[src/rtl/jtopl_eg_keyseq_pkg.sv]
`default_nettype none
// ============================================================================
//  Module  : jtopl_eg_keyseq_pkg
//  Purpose : Shared slot-pipeline constants and slot-to-channel/operator
//            mapping for the envelope and phase stages.
//            A frame has 18 operator slots (9 channels x 2 operators).
//            The slots are grouped in blocks of six: ch0..2 op0, then
//            ch0..2 op1, then the next three channels.
//  Ports   : (package - no ports)
//  Revision: 1.0 - initial release
// ============================================================================
package jtopl_eg_keyseq_pkg;

  localparam int SLOTS = 18;
  localparam int CHANS = 9;

  localparam logic [4:0] LAST_SLOT = 5'd17;
  localparam logic [3:0] CHAN_LIMIT = 4'd9;

  // Channel served by a slot. Out-of-range slots alias to slot 0.
  function automatic logic [3:0] slot_ch(input logic [4:0] slot);
    int s;
    int g;
    int r;
    s = int'(slot);
    if (s >= SLOTS) s = 0;
    g = s / 6;
    r = s % 6;
    return 4'(3 * g + (r % 3));
  endfunction

  // Operator (0 = modulator, 1 = carrier) served by a slot.
  function automatic logic slot_op(input logic [4:0] slot);
    int s;
    s = int'(slot);
    if (s >= SLOTS) s = 0;
    return ((s % 6) >= 3);
  endfunction

endpackage
`default_nettype wire

[src/rtl/jtopl_slot_cnt.sv]
`default_nettype none
// ============================================================================
//  Module  : jtopl_slot_cnt
//  Purpose : Slot walker for the time-multiplexed operator pipeline.
//            Produces the slot processed on the current cen step plus its
//            channel and operator.
//  Ports   : clk, rst_n (async, active-low), cen (step enable),
//            zero (frame sync: forces the current slot to 0),
//            cur[4:0] (slot processed this step), ch[3:0], op
//  Revision: 1.0 - initial release
// ============================================================================
module jtopl_slot_cnt
  import jtopl_eg_keyseq_pkg::*;
(
  input  logic       clk,
  input  logic       rst_n,
  input  logic       cen,
  input  logic       zero,
  output logic [4:0] cur,
  output logic [3:0] ch,
  output logic       op
);

  logic [4:0] r_cnt;

  // zero takes priority so a mid-frame sync realigns on this very step.
  // Counter values past the last slot cannot occur, but recover to 0.
  always_comb begin
    cur = 5'd0;
    if (!zero && (r_cnt <= LAST_SLOT)) cur = r_cnt;
    ch = slot_ch(cur);
    op = slot_op(cur);
  end

  always_ff @(posedge clk or negedge rst_n) begin
    if (!rst_n) begin
      r_cnt <= 5'd0;
    end else if (cen) begin
      r_cnt <= (cur == LAST_SLOT) ? 5'd0 : cur + 5'd1;
    end
  end

endmodule
`default_nettype wire

[src/rtl/jtopl_eg_keyseq.sv]
`default_nettype none
// ============================================================================
//  Module  : jtopl_eg_keyseq
//  Purpose : Key-event scheduler. It latches CPU key writes per channel and
//            CSM triggers. It walks the operator slots and emits one key-on
//            or key-off pulse per operator, aligned with that operator's
//            slot.
//  Ports   : clk, rst_n (async, active-low), cen, zero (frame sync),
//            kon_we/kon_ch/kon_val (key register write, cen-independent),
//            csm_trig (CSM key-on for all slots),
//            slot_out/ch_out (slot the outputs refer to),
//            keyon_now/keyoff_now (edge pulses for slot_out)
//  Revision: 1.0 - initial release
// ============================================================================
module jtopl_eg_keyseq
  import jtopl_eg_keyseq_pkg::*;
(
  input  logic       clk,
  input  logic       rst_n,
  input  logic       cen,
  input  logic       zero,
  input  logic       kon_we,
  input  logic [3:0] kon_ch,
  input  logic       kon_val,
  input  logic       csm_trig,
  output logic [4:0] slot_out,
  output logic [3:0] ch_out,
  output logic       keyon_now,
  output logic       keyoff_now
);

  logic [CHANS-1:0] r_key_req;
  logic [SLOTS-1:0] r_key_last;
  logic [SLOTS-1:0] r_csm_pend;

  logic [4:0] w_cur;
  logic [3:0] w_ch;
  logic       w_op;
  logic       w_k;
  logic       w_l;
  logic       w_p;
  logic       w_keyon;
  logic       w_keyoff;

  jtopl_slot_cnt u_slot_cnt (
    .clk   (clk),
    .rst_n (rst_n),
    .cen   (cen),
    .zero  (zero),
    .cur   (w_cur),
    .ch    (w_ch),
    .op    (w_op)
  );

  // Decisions use the register contents before this edge. A key write
  // landing on the same edge as its slot is seen on the next visit.
  // The operator index does not affect keying: both operators of a channel
  // share one key bit, but each operator keeps its own history.
  always_comb begin
    w_k      = r_key_req[w_ch];
    w_l      = r_key_last[w_cur];
    w_p      = r_csm_pend[w_cur] | (w_op & 1'b0);
    // CSM acts as a one-visit key-on. It only fires when the key was idle.
    w_keyon  = ~w_l & (w_k | w_p);
    w_keyoff = ~w_k & w_l & ~w_p;
  end

  // Key register. It is written on any edge and is not gated by cen.
  always_ff @(posedge clk or negedge rst_n) begin
    if (!rst_n) begin
      r_key_req <= '0;
    end else if (kon_we && (kon_ch < CHAN_LIMIT)) begin
      r_key_req[kon_ch] <= kon_val;
    end
  end

  // A trigger on the same edge wins over the clear of the processed slot.
  // The slot then fires again on its next visit.
  always_ff @(posedge clk or negedge rst_n) begin
    if (!rst_n) begin
      r_csm_pend <= '0;
    end else if (csm_trig) begin
      r_csm_pend <= '1;
    end else if (cen) begin
      r_csm_pend[w_cur] <= 1'b0;
    end
  end

  // Level seen on the slot's last visit. A CSM hit counts as "on" here.
  // If the key is not held, the next visit therefore issues a key-off.
  always_ff @(posedge clk or negedge rst_n) begin
    if (!rst_n) begin
      r_key_last <= '0;
    end else if (cen) begin
      r_key_last[w_cur] <= w_k | w_p;
    end
  end

  always_ff @(posedge clk or negedge rst_n) begin
    if (!rst_n) begin
      slot_out   <= 5'd0;
      ch_out     <= 4'd0;
      keyon_now  <= 1'b0;
      keyoff_now <= 1'b0;
    end else if (cen) begin
      slot_out   <= w_cur;
      ch_out     <= w_ch;
      keyon_now  <= w_keyon;
      keyoff_now <= w_keyoff;
    end
  end

endmodule
`default_nettype wire

[config.mk]
export PLATFORM = sky130hd
export DESIGN_NAME = jtopl_eg_keyseq
export DESIGN_NICKNAME = d
export VERILOG_FILES = /design/src/rtl/jtopl_eg_keyseq_pkg.sv /design/src/rtl/jtopl_slot_cnt.sv /design/src/rtl/jtopl_eg_keyseq.sv
export SDC_FILE = /design/constraint.sdc
export NUM_CORES = 1
export LEC_CHECK = 0
export ABC_CLOCK_PERIOD_IN_PS = 7150
export CORE_ASPECT_RATIO = 1.75
export CORE_UTILIZATION = 40
export DETAILED_ROUTE_END_ITERATION = 10
export GPL_ROUTABILITY_DRIVEN = 0
export GPL_TIMING_DRIVEN = 0
export PLACE_DENSITY = 0.62
export SLEW_MARGIN = 20
export SYNTH_ARGS = -nofsm -noshare
export SYNTH_HDL_FRONTEND = slang
export SYNTH_HIERARCHICAL = 1
export SYNTH_SLANG_ARGS = --single-unit
[constraint.sdc]
create_clock -name clk -period 7.15 [get_ports clk]
set_clock_uncertainty 0.1 [all_clocks]
set_input_delay 1.43 -clock clk [delete_from_list [all_inputs] [get_ports clk]]
set_output_delay 1.43 -clock clk [all_outputs]
set_load 0.01 [all_outputs]
**Word-level counts from Yosys, hierarchy flattened**

Cells that the tools add are included.
W data, S select, Z words.

- Flip-flop bits (word level): 61
- Latch bits: 0
- RAM bits: 0
- Memory bits (read-only): 0
- Input port bits: 11
- Output and inout port bits: 11
- Word-level logic and storage cells: 55
- Memories kept: 0

- Add/sub/neg operators: 2
- Multipliers: 1
- Divide/modulo/power cells: 3
- Magnitude comparators: 8
- Equal/unequal tests: 1
- Shift operators: 0
- Mux-type cells: 17
- Bitwise operators: 9
- Reductions and logical operators: 6

Operators with widths:

| cell | count |
|---|---|
| $mux W18 | 2 |
| $div A32 B4 Y32 const B | 1 |
| $mod A32 B3 Y32 const B | 1 |
| $mod A32 B4 Y32 const B | 1 |
| $mul A3 B32 Y4 const A | 1 |
| $and A18 B18 Y18 | 1 |
| $bwmux W18 | 1 |
| $not A18 Y18 | 1 |
| $mux W5 | 3 |
| $bmux W1 S5 | 2 |
| $lt A4 B5 Y1 const B | 2 |
| $bwmux W9 | 1 |
| $lt A5 B6 Y1 const B | 1 |
| $add A5 B1 Y5 const B | 1 |
| $demux W1 S5 | 1 |
| $eq A5 B5 Y1 const B | 1 |
| $ge A5 B1 Y1 const B | 1 |
| $ge A5 B5 Y1 const B | 1 |
| $le A5 B5 Y1 const B | 1 |
| $mux W1 | 5 |
| $add A4 B4 Y4 | 1 |
| $bmux W1 S4 | 1 |
| $demux W1 S4 | 1 |
| $ge A4 B1 Y1 const B | 1 |
| other kinds (7) | 14 |

**Logic depth before layout (Yosys ltp)**

Gate-level depths: netlist of run 1.

- Depth after elaboration: 13
- Mapped depth: 38
- Gate-level depth less buffers: 36

**By module**

The synthesis of run 1 kept the hierarchy.

By module, submodules not included:

| module | instances | cells each | area an instance (um^2) | sequential area each (um^2) |
|---|---|---|---|---|
| jtopl_eg_keyseq | 1 | 203 | 2,602.5 | 1,401.3 |
| jtopl_slot_cnt | 1 | 159 | 1,260.0 | 125.1 |

**Least setup slack after synthesis of run 1**

No wires, ideal clock.

- Kind: input port to flip-flop
- Start: input zero
- End: register r_key_last[10]
- Setup time: 0.125 ns
- Arrival time: 7.920 ns
- Required time: 6.925 ns
- Path slack: -0.994 ns
- Stages: 35
- Buffers on the path: 2
- Cell sequence: or3b_1 -> buf_2 -> inv_1 -> ha_1 -> and4bb_1 -> a22oi_1 -> and3_1 -> nor2_1 -> inv_1 -> ha_1 -> inv_1 -> and4_1 -> o211ai_2 -> and2_1 -> inv_1 -> ha_1 -> a31oi_1 -> o211a_1 -> or2b_1 -> o21ai_2 -> ha_1 -> nor4b_4 -> or2_1 -> ha_1 -> nor2b_1 -> xnor2_1 -> fa_1 -> inv_1 -> fa_1 -> inv_1 -> mux4_2 -> o211ai_1 -> nand4_2 -> buf_6 -> mux2_2

- Word-level cells in the longest chain between the ends: 12
- Elaborated cells on any way between the ends: 21
- Those cells by class: add/sub (1); mul (1); div (3); order compare (3); mux (9); bitwise (1); reduce/logical (3)

Ends and longest elaborated chain:

| what | RTL line | source |
|---|---|---|
| from (decl) | jtopl_eg_keyseq.sv:21 | `input logic zero,` |
| $logic_not A1 Y1 (*) | jtopl_slot_cnt.sv:30 | `if (!zero && (r_cnt <= LAST_SLOT)) cur = r_cnt;` |
| $logic_and A1 B1 Y1 (*) | jtopl_slot_cnt.sv:30 |  |
| $mux W5 (*) | jtopl_slot_cnt.sv:30 |  |
| $ge A5 B5 Y1 | jtopl_eg_keyseq_pkg.sv:26 | `if (s >= SLOTS) s = 0;` |
| $mux W5 (*) | n/a |  |
| $mod A32 B4 Y32 or $div A32 B4 Y32 (tied branches) | jtopl_eg_keyseq_pkg.sv:28, jtopl_eg_keyseq_pkg.sv:27 |  |
| $mod A32 B3 Y32 or $mul A3 B32 Y4 (tied branches) | jtopl_eg_keyseq_pkg.sv:29 | `return 4'(3 * g + (r % 3));` |
| $add A4 B4 Y4 (*) | jtopl_eg_keyseq_pkg.sv:29 |  |
| net w_ch[2] | jtopl_eg_keyseq.sv:37 | `logic [3:0] w_ch;` |
| $bmux W1 S4 (*) | jtopl_eg_keyseq.sv:60 | `w_k = r_key_req[w_ch];` |
| $mux W1 (not written as such) (*) | jtopl_eg_keyseq.sv:60 |  |
| $or A1 B1 Y1 (*) | jtopl_eg_keyseq.sv:95 | `r_key_last[w_cur] <= w_k \| w_p;` |
| $bwmux W18 (*) | jtopl_eg_keyseq.sv:95 |  |
| to (signal, indexed assignment) | jtopl_eg_keyseq.sv:95 |  |
| to (decl) | jtopl_eg_keyseq.sv:33 | `logic [SLOTS-1:0] r_key_last;` |

Mark *: on every way through the listed nets, which the timed path passes. The rest lies on a longest branch. The select of a mux whose other input is x is not followed.
A chain may end at the register's enable or synchronous reset.

**Worst setup path in the final report of run 1**

- Start: input zero
- End: register r_key_last[12]

Same word-level chain as after synthesis.

==> results of run 1 <==
==> state kept, by name, indices dropped and copies added, names as in the netlist <==
signal and flops:
r_csm_pend 18, keyoff_now 1, r_key_last 18, r_key_req 9, keyon_now 1, slot_out 5
ch_out 4, u_slot_cnt/r_cnt 5
==> power breakdown <==
part           switching, mW  leakage, nW  internal [mW]
logic                  0.167         1.23          0.189
clock network          0.152        0.138          0.266
registers             0.0269        0.719          0.390
==> worst max-delay path by stage <==
stage | startpoint | endpoint | slack, ns | cells past startpoint
after floorplan | zero | r_key_last[9] | -0.78 | 32
after global placement | zero | r_key_last[10] | -1.97 | 35
after detailed placement | zero | r_key_last[16] | -2.04 | 35
after CTS | zero | r_key_last[16] | -0.86 | 37
after global routing | zero | r_key_last[12] | -1.07 | 34
final | zero | r_key_last[12] | -0.87 | 32
==> worst reg2reg max path: cells and delay by family, from the launching register on <==
family / cells / cell delay, ns
multiplexers: 2 / 0.56
XOR/XNOR: 1 / 0.13
AND/OR/NAND/NOR: 9 / 2.15
flip-flops: 1 / 0.36
adder cells (fa/ha/maj): 7 / 1.99
AO/OA/AOI/OAI: 8 / 1.80
buffers and inverters: 5 / 0.56
==> metal layers <==
layer  global-route usage [%]  wire length, µm  vias up
met5                        0                0        -
met4                    11.65              412        0
met3                    2.569              159       29
met2                    38.23             5545       51
met1                    21.03             3595     1540
li1                         -                -     1443
==> placed cells by master (no fill, tap or decap), types with 5 or more instances in the layout <==
master / instances
mux2i_1: 5
inv_1: 13
clkbuf_1: 5
nand2_1: 39
nor2_1: 15
nand3b_1: 5
o21ai_0: 9
a21oi_1: 5
mux4_2: 8
clkdlybuf4s50_1: 18
buf_4: 38
ha_4: 8
a21o_1: 20
clkbuf_16: 9
inv_2: 7
nor3b_1: 5
dfrtp_1: 61
mux2_2: 32
buf_6: 8
o31ai_1: 5
==> cell type report <==
class                      count  area share, %
sequential                    61          30.05
tap                          120          2.956
clock buffer                  10          4.507
timing repair buffer          60          10.44
buffer                        15          2.069
clock inverter                 5          1.034
multi-input combinational    257          47.02
inverter                      24          1.921
==> through the flow <==
step	cell area [µm²]	cells	power, mW	util, %	TNS, ns
after global routing	5080	552	1.245	55.51	-21.24
after detailed placement	4258	498	0.7010	46.53	-43.39
after CTS	4897	543	1.166	53.51	-16.92
after global placement	4233	497	0.6926	46.25	-41.71
after floorplan	3882	357	0.6089	-	-15.56
final	5080	552	1.190	55.51	-16.93
==> what timing repair did <==
| action | in CTS | in global routing |
|---|---|---|
| endpoints found under the setup margin | 23 | 22 |
| gates resized for setup | 33 | 23 |
| pin swaps | 28 | 25 |
| setup buffers | 28 | 9 |
| gates cloned | 2 | 0 |
==> load_flow_metrics.sql, run 1 <==
INSERT INTO impl_metrics (metric_group, metric, value, unit) VALUES
('grt', 'grt_pass1_vias', '3180', ''),
('power', 'p_per_area', '234.3', 'mW/mm²'),
('route', 'routedWlPerCell', '17.60', 'µm'),
('setup_path', 'cp-end-kind', 'register', ''),
('clocking', 'cts.sink_count', '61', ''),
('setup_path', 'timing.reg2reg.setup_slack', '-0.60', 'ns'),
('route', 'wirelength', '9.713', 'mm'),
('floorplan', 'dieArea', '0.009976', 'mm²'),
('synthesis', 'synthesis.area_per_instance', '10.72', 'µm²'),
('clocking', 'h_tree_level_count', '3', ''),
('setup_path', 'cpMostUsedCell', 'ha_4', ''),
('power', 'leakagePower', '2.086', 'nW'),
('route', 'route.detailed.vias_per_inst', '5.549', ''),
('setup_path', 'r2r_cells', '32', ''),
('min_path', 'min_from', 'r_csm_pend[5]', ''),
('clocking', 'cts_root_buf', 'clkbuf_16', ''),
('timing', 'setup_repair_after_global_routing_missed_its_margin', 'true', ''),
('placed_design', 'io_buf_count', '20', ''),
('clocking', 'tritoncts', 'built', ''),
('min_path', 'whs_endpoint', 'r_csm_pend[5]', ''),
('timing', 'drv_slew', '0', ''),
('route', 'drt.antenna.violating_nets', '0', ''),
('timing', 'finalHoldViolations', '0', ''),
('layout', 'drive_gt1_share', '39.35', '%'),
('layout', 'flow.area_growth_from_synthesis', '32.77', '%'),
('timing', 'setup_viol_count_final', '21', ''),
('job', 'cap_viol_max_count', '0', ''),
('floorplan', 'floorplan.initialDensity', '41.81', '%'),
('power', 'worst_ir_drop_vdd', '0.1772', 'mV'),
('grt', 'grt_overflow_total', '0', ''),
('min_path', 'holdCritPathClass', 'register to register', ''),
('clocking', 'postCtsHoldBufs', '0', ''),
('floorplan', 'rows', '46', ''),
('clocking', 'cts_max_path_bufs', '2', ''),
('timing', 'fmax', '0.1247', 'GHz'),
('placed_design', 'place_worst_setup_slack', '-2.042', 'ns'),
('status', 'status', 'finished, violations left', ''),
('grt', 'grt_pass1_wl', '15.78', 'mm'),
('route', 'via_count', '3063', ''),
('route', 'drc', '0', ''),
('min_path', 'timing.hold.worst_path_depth', '1', ''),
('setup_path', 'slowest_delay', '0.53', 'ns'),
('setup_path', 'critical-path-slowest-cell', 'fa_1', ''),
('clocking', 'cts_inserted_buffers', '9', ''),
('synthesis', 'synth.yosys.warnings', '6', ''),
('synthesis', 'mappedNetlistArea', '0.003826', 'mm²'),
('timing', 'final_critical_path_setup_slack', '-0.8703', 'ns'),
('setup_path', 'worst_ep_required_time', '7.26', 'ns'),
('layout', 'multiInputGateArea', '0.002389', 'mm²'),
('timing', 'fin_crit_sh', '112.2', '%'),
('setup_path', 'worst-path-max-fanout', '5', ''),
('layout', 'antennaDiodeCount', '0', ''),
('setup_path', 'worstSetupStartpointType', 'primary input', ''),
('setup_path', 'worstReg2RegEnd', 'r_key_last[12]', ''),
('placed_design', 'dp_hpwl', '6.581', 'mm'),
('status', 'violations', 'setup timing', ''),
('floorplan', 'floorplan.die.width', '75.93', 'µm'),
('setup_path', 'cp_top_family', 'adder cells', ''),
('grt', 'initial_antenna_violation_count', '0', ''),
('timing', 'pin_slew_with_the_least_headroom_to_its_limit', '1.013', 'ns'),
('layout', 'fin_nets', '454', ''),
('synthesis', 'syn_inst', '357', ''),
('setup_path', 'reg_to_reg_startpoint', 'u_slot_cnt/r_cnt[3]', ''),
('timing', 'final_period_minus_worst_setup_slack', '8.020', 'ns'),
('synthesis', 'postSynthNetCount', '383', ''),
('layout', 'nFillCells', '783', ''),
('setup_path', 'critPathBufInv', '6', ''),
('timing', 'maxSlewHeadroom', '32.29', '%'),
('floorplan', 'ioPinCount', '22', ''),
('route', 'first_iter_violations', '136', ''),
('clocking', 'worstSkewPairLatency', '0.33', 'ns'),
('floorplan', 'chipHeight', '131.4', 'µm'),
('clocking', 'path_clk_slew', '0.05', 'ns'),
('floorplan', 'core', '0.009151', 'mm²'),
('setup_path', 'crit_type', 'primary input to register', ''),
('grt', 'grt_util_all_layers', '20.25', '%'),
('timing', 'fin_hold_ws', '0.3738', 'ns'),
('route', 'detail_route.first_pass.iterations', '4', ''),
('grt', 'grt_max_degree', '59', ''),
('setup_path', 'worstPathArrival', '8.13', 'ns'),
('layout', 'final-seq-area', '0.001526', 'mm²');
Power figures use the tool's default switching activity.
==> run 2: changes to the inputs <==
- CAP_MARGIN: unset -> 20
==> results of run 2 <==
No change in the layout: final DEF, timing and power equal those of run 1.
